File: config.mk
export PLATFORM = sky130hd
export DESIGN_NAME = muldiv_unit
export DESIGN_NICKNAME = d
export VERILOG_FILES = /design/src/rtl/muldiv_unit.sv
export SDC_FILE = /design/constraint.sdc
export NUM_CORES = 1
export LEC_CHECK = 0
export ABC_AREA = 1
export CAP_MARGIN = 40
export CORE_MARGIN = 8
export CORE_UTILIZATION = 40
export CTS_CLUSTER_DIAMETER = 50
export DETAILED_ROUTE_END_ITERATION = 7
export GPL_ROUTABILITY_DRIVEN = 0
export GPL_TIMING_DRIVEN = 1
export HOLD_SLACK_MARGIN = 0.08
export SYNTH_ARGS = -nofsm -noshare
export SYNTH_HDL_FRONTEND = slang
export SYNTH_SLANG_ARGS = --single-unit
File: constraint.sdc
create_clock -name clk -period 2.3 [get_ports clk]
set_clock_uncertainty 0.1 [all_clocks]
set_input_delay 0.345 -clock clk [delete_from_list [all_inputs] [get_ports clk]]
set_output_delay 0.345 -clock clk [all_outputs]
set_load 0.02 [all_outputs]
File: src/rtl/muldiv_unit.sv
// muldiv_unit: iterative radix-2 MULT/MULTU/DIV/DIVU engine with private HI/LO registers.
// Define MULDIV_SIGNED_EN for two's-complement MULT/DIV; otherwise they behave as MULTU/DIVU.
module muldiv_unit #(
    parameter int WIDTH = 32
) (
    input  logic             clk,
    input  logic             rst_n,
    input  logic             start,
    input  logic [1:0]       op,
    input  logic [WIDTH-1:0] rs_data,
    input  logic [WIDTH-1:0] rt_data,
    input  logic             hi_we,
    input  logic             lo_we,
    input  logic [WIDTH-1:0] wdata,
    output logic             busy,
    output logic             done,
    output logic             div0,
    output logic [WIDTH-1:0] hi,
    output logic [WIDTH-1:0] lo
);

    localparam int CW = (WIDTH > 1) ? $clog2(WIDTH) : 1;

    typedef enum logic [1:0] {
        IDLE,
        CALC,
        FIX
    } state_t;

    state_t state, state_next;

    logic [CW-1:0]      cnt;
    logic [WIDTH-1:0]   acc_hi;
    logic [WIDTH-1:0]   acc_lo;
    logic [WIDTH-1:0]   operand;
    logic               is_div;
    logic               by_zero;
    logic               neg_q;
    logic               neg_r;
    logic               signed_op;
    logic [WIDTH-1:0]   abs_a;
    logic [WIDTH-1:0]   abs_b;
    logic [WIDTH:0]     mul_sum;
    logic [WIDTH:0]     div_shift;
    logic [WIDTH:0]     div_diff;
    logic [WIDTH-1:0]   step_hi;
    logic [WIDTH-1:0]   step_lo;
    logic [2*WIDTH-1:0] prod_fix;
    logic [WIDTH-1:0]   quot_fix;
    logic [WIDTH-1:0]   rem_fix;

`ifdef MULDIV_SIGNED_EN
    assign signed_op = ~op[0];
`else
    logic unused_op;
    assign signed_op = 1'b0;
    assign unused_op = op[0];
`endif

    always_ff @(posedge clk) begin
        if (!rst_n) begin
            state <= IDLE;
        end else begin
            state <= state_next;
        end
    end

    always_comb begin
        state_next = state;
        case (state)
            IDLE:    if (start) state_next = CALC;
            CALC:    if (cnt == '0) state_next = FIX;
            FIX:     state_next = IDLE;
            default: state_next = IDLE;
        endcase
    end

    always_comb begin
        busy = (state != IDLE);
    end

    // Operands are iterated as magnitudes; result signs are re-applied in FIX.
    always_comb begin
        abs_a = (signed_op && rs_data[WIDTH-1]) ? -rs_data : rs_data;
        abs_b = (signed_op && rt_data[WIDTH-1]) ? -rt_data : rt_data;
    end

    // One radix-2 step: {acc_hi,acc_lo} is the product shifter for multiply,
    // and the remainder / dividend-quotient shifter for restoring divide.
    always_comb begin
        mul_sum   = {1'b0, acc_hi} + (acc_lo[0] ? {1'b0, operand} : '0);
        div_shift = {acc_hi, acc_lo[WIDTH-1]};
        div_diff  = div_shift - {1'b0, operand};
        if (is_div) begin
            if (!div_diff[WIDTH]) begin
                step_hi = div_diff[WIDTH-1:0];
                step_lo = {acc_lo[WIDTH-2:0], 1'b1};
            end else begin
                step_hi = div_shift[WIDTH-1:0];
                step_lo = {acc_lo[WIDTH-2:0], 1'b0};
            end
        end else begin
            step_hi = mul_sum[WIDTH:1];
            step_lo = {mul_sum[0], acc_lo[WIDTH-1:1]};
        end
    end

    always_comb begin
        prod_fix = neg_q ? -{acc_hi, acc_lo} : {acc_hi, acc_lo};
        quot_fix = neg_q ? -acc_lo : acc_lo;
        rem_fix  = neg_r ? -acc_hi : acc_hi;
    end

    always_ff @(posedge clk) begin
        if (!rst_n) begin
            cnt     <= '0;
            acc_hi  <= '0;
            acc_lo  <= '0;
            operand <= '0;
            is_div  <= 1'b0;
            by_zero <= 1'b0;
            neg_q   <= 1'b0;
            neg_r   <= 1'b0;
            hi      <= '0;
            lo      <= '0;
            done    <= 1'b0;
            div0    <= 1'b0;
        end else begin
            done <= 1'b0;
            div0 <= 1'b0;
            case (state)
                IDLE: begin
                    if (hi_we) hi <= wdata;
                    if (lo_we) lo <= wdata;
                    if (start) begin
                        cnt     <= CW'(WIDTH - 1);
                        is_div  <= op[1];
                        by_zero <= op[1] && (rt_data == '0);
                        neg_r   <= signed_op && rs_data[WIDTH-1];
                        neg_q   <= signed_op && (rs_data[WIDTH-1] ^ rt_data[WIDTH-1]);
                        acc_hi  <= '0;
                        acc_lo  <= op[1] ? abs_a : abs_b;
                        operand <= op[1] ? abs_b : abs_a;
                    end
                end
                CALC: begin
                    cnt    <= cnt - CW'(1);
                    acc_hi <= step_hi;
                    acc_lo <= step_lo;
                end
                FIX: begin
                    done <= 1'b1;
                    div0 <= by_zero;
                    // Divide by zero leaves the dividend in acc_hi, so rem_fix restores rs_data.
                    if (is_div) begin
                        hi <= rem_fix;
                        lo <= by_zero ? '1 : quot_fix;
                    end else begin
                        hi <= prod_fix[2*WIDTH-1:WIDTH];
                        lo <= prod_fix[WIDTH-1:0];
                    end
                end
                default: ;
            endcase
        end
    end

endmodule

==> impl_summary.log <==
INFO  metric gr-total-overflow = 0
INFO  metric die_w = 200.3 um
INFO  metric timing.hold.worst.class = input port to register
INFO  metric cts_buffers = 17
INFO  metric share_of_layout_cells_above_drive_strength_1 = 25.77%
INFO  metric drt-total-wl = 60810 um
INFO  metric sw_frac_of_total = 38.87%
INFO  metric synth_area_per_cell = 5.906 um2
INFO  metric netlist.area_leader.share = 25.20%
INFO  metric dominantRegCellSynth = dfxtp_1
INFO  metric maximum_net_fanout_on_the_critical_path = 7
INFO  metric most_common_cell_type_on_the_critical_path = nand2_1
INFO  metric drc_errors = 0
INFO  metric fin_total_pwr = 10.79 mW
INFO  metric grt_first_pass_wirelength = 89210 um
INFO  metric dpl_worst_slack = -0.3887 ns
INFO  metric routed_wire_length_per_instance = 19.23 um
INFO  metric tritoncts_num_sinks = 171
INFO  metric cts_tree = yes
INFO  metric vias_per_cell = 5.457
INFO  metric max_freq = 0.3976 GHz
INFO  metric post_synthesis_instance_area = 13580 um2
INFO  metric antenna_violating_nets_post_route = 0
INFO  metric antenna_found_initial = 3
INFO  metric initial_utilization = 40.61%
INFO  metric worstSetupPathType = register to register
INFO  metric run_status = finished with violations
INFO  metric crit_path_top_delay_cell = dfxtp_4
INFO  metric final_nets = 2870
INFO  metric most_area_consuming_cells_after_synthesis = dfxtp_1 (25%), nand2_1 (19%), inv_1 (9.9%)
INFO  metric clock_power_share = 27.8%
INFO  metric synth_edf_count = 0
INFO  metric arrival_time_at_the_worst_endpoint = 2.80 ns
INFO  metric crit_required = 2.59 ns
INFO  metric placement_rows = 67
INFO  metric die_area = 40110 um2
INFO  metric area_growth_syn_to_layout = 49.16%
INFO  metric synth_area_leader_cell = dfxtp_1
INFO  metric groute.usage.overall = 27.78%
INFO  metric fin_setup_tns = -4.604 ns
INFO  metric kind_of_cell_adding_the_most_delay_to_the_critical_path = simple AND/OR/NAND/NOR gates
INFO  metric p_switching = 4.195 mW
INFO  metric synthesis.instances = 2300
INFO  metric ys_ff_latch = 171
INFO  metric path_cells = buf_8 > nand2_1 > inv_2 > ha_4 > nand2_4 > buf_4 > nor2_4 > inv_4 > nor3_4 > nand2_2 > nand2_4 > nand2_2 > nand2_1 > nand2_1 > nand3_1 > nand2_1 > inv_1 > nand2_1 > a21oi_1
INFO  metric combPwrFrac = 40.5%
INFO  metric postPlaceCellArea = 17750 um2
INFO  metric synth.yosys.warnings = 0
INFO  metric syn-num-nets = 2471
INFO  metric setup-violations-final = 33
INFO  metric worst_skew_pair.late_latency = 0.46 ns
INFO  metric post_synth_arst_share = 0%
INFO  metric p_leak = 9.459 nW
INFO  metric synth_commonest_cells = nand2_1 (677), inv_1 (360), o21ai_0 (246)
INFO  metric fp.coreArea = 33450 um2
INFO  metric critical_path.startpoint_type = register
INFO  metric drv_cap = 0
INFO  metric finalCritPeriodShare = 109.3%
INFO  metric finalInstanceArea = 20260 um2
INFO  metric layout.filler_cells = 3124
INFO  metric grt_setup_unrepaired = yes
INFO  metric power.ir.vdd_worst = 0.5495 mV
INFO  metric clk_path_buf_depth = 2
INFO  metric crit_path_end_kind = register
INFO  metric synth.yosys.seq_area_share = 25.20%
INFO  metric first_pass_iters = 6
INFO  metric synth_most_common_cell = nand2_1
INFO  metric tightest_slew = 0.7791 ns
INFO  metric die_h = 200.3 um
INFO  metric internal_power = 6.597 mW
INFO  metric final-max-slew-violation-count = 0
INFO  metric finalWorstPathRequiredPeriod = 2.515 ns
INFO  metric register_area = 3446 um2
INFO  metric area_used_by_multi_input_combinational_logic = 9925 um2
INFO  metric violations_in_the_final_reports = negative setup slack
INFO  metric maxSlewHeadroom = 47.98%
INFO  metric post-dp-hpwl = 45920 um
INFO  metric buffer_ports.inserted = 168
INFO  metric vias = 17.26k
INFO  metric i_o_pin_count = 170
INFO  metric critical_path.n_buffers_inverters = 5
INFO  metric share_seq_of_total_power = 31.7%
INFO  metric cts_max_level = 4
INFO  metric grt_max_degree = 66
INFO  metric cts_root_buffer = clkbuf_16
INFO  metric first_drt_iteration_drcs = 1664
INFO  metric cts.hold.buffers_added = 0
INFO  metric final_worst_slack = -0.2150 ns
INFO  metric clk_pin_slew_worst_paths = 0.08 ns
INFO  metric number_of_global_route_vias_before_repair = 15.96k
INFO  metric finalHoldViolations = 0
INFO  metric worst_path_largest_cell_delay = 0.41 ns
INFO  metric synth_cell_type_count = 44
INFO  metric powerDensity = 532.6 nW/um2
## what timing repair did
action	4_1_cts	5_1_grt
gates resized for setup	128	266
endpoints found under the setup margin	33	33
buffers inserted	4	10
pin swaps	27	93
cloned	1	6
endpoints found under the hold margin	0	0
## tightest hold or removal path, cell delays in order
cell and delay [ns]:
buf_2 0.10, inv_2 0.11, nand2_1 0.08, a31oi_1 0.07
## final cells by class
| cell class | instances | share of cell area, % |
|---|---|---|
| Clock buffer | 17 | 2.100 |
| Inverter | 368 | 6.842 |
| Timing Repair Buffer | 485 | 21.49 |
| Sequential cell | 171 | 17.01 |
| Multi-Input combinational cell | 1656 | 48.98 |
| Clock inverter | 15 | 0.7719 |
| Tap cell | 448 | 2.767 |
| Antenna cell | 3 | 0.03705 |
## metrics by stage
| step | cells | util [%] | hold slack [ns] |
|---|---|---|---|
| 6_report | 3163 | 60.57 | 0.1984 |
| 5_1_grt | 3163 | 60.57 | 0.2330 |
| 4_1_cts | 3144 | 56.45 | 0.1814 |
| 3_5_place_dp | 3107 | 53.08 | 0.3676 |
| 3_3_place_gp | 3107 | 53.08 | 0.3463 |
| 2_1_floorplan | 2300 | - | 0.3332 |
## flip-flops by register name, summed over array words and instances, names as in the netlist
register / flops
acc_hi: 32
hi: 32
operand: 32
is_div: 1
div0: 1
done: 1
by_zero: 1
lo: 32
acc_lo: 32
cnt: 5
state: 2
## metal layers
layer | vias up | wire length, um | GRT usage [%] | share of wire [%]
met5 | - | 0 | 0 | 0
met4 | 0 | 3770 | 13.59 | 6.2
met3 | 171 | 4744 | 5.051 | 7.8
met2 | 766 | 27270 | 44.53 | 45
met1 | 8038 | 25020 | 35.54 | 41
li1 | 8284 | - | - | -
## kinds of logic after synthesis
kind of cell	share of synthesized area, %
AND/OR/NAND/NOR	32.83
flip-flops	25.20
adder cells (fa/ha/maj)	6.374
XOR/XNOR	0.7738
buffers and inverters	13.51
AO/OA/AOI/OAI	21.31
## path summary, 6_finish.rpt
path | from | endpoint | slack [ns] | depth (start not counted)
hold reg to reg | cnt[4] | cnt[4] | 0.38 | 1
setup reg to reg | acc_lo[0] | acc_hi[30] | -0.22 | 19
hold / removal | op[1] | operand[0] | 0.20 | 4
setup / recovery | acc_lo[0] | acc_hi[30] | -0.22 | 19
## power groups by stage
stage	Combinational, mW	Clock (mW)	Sequential [mW]
2_1_floorplan	1.95	0	3.55
3_3_place_gp	3.82	0	3.46
3_5_place_dp	3.86	0	3.46
4_1_cts	4.02	3.01	3.40
5_1_grt	4.70	3.13	3.45
6_report	4.37	3.00	3.42
## layout by cell type, fill, tap and decap left out, types with 5 or more instances in the layout
cell type	n
nand2_1	601
inv_1	335
buf_4	293
o21ai_0	223
clkdlybuf4s50_1	166
dfxtp_1	161
nand3_1	121
a21oi_1	109
nor2_1	73
a31oi_1	71
nand2_2	68
nand3_2	44
ha_4	42
a21oi_2	36
nor2_2	34
o211ai_1	32
inv_2	30
ha_1	23
nand4_1	21
clkbuf_16	21
nand2_4	19
nor2_4	15
nand3b_1	15
buf_12	15
o21ai_1	14
a21oi_4	12
o21ai_2	9
xor2_1	9
nor3_1	8
nor4_1	7
o21bai_1	7
dfxtp_2	6
nor3_4	5
Note: power is estimated with default switching activity, not from simulation.
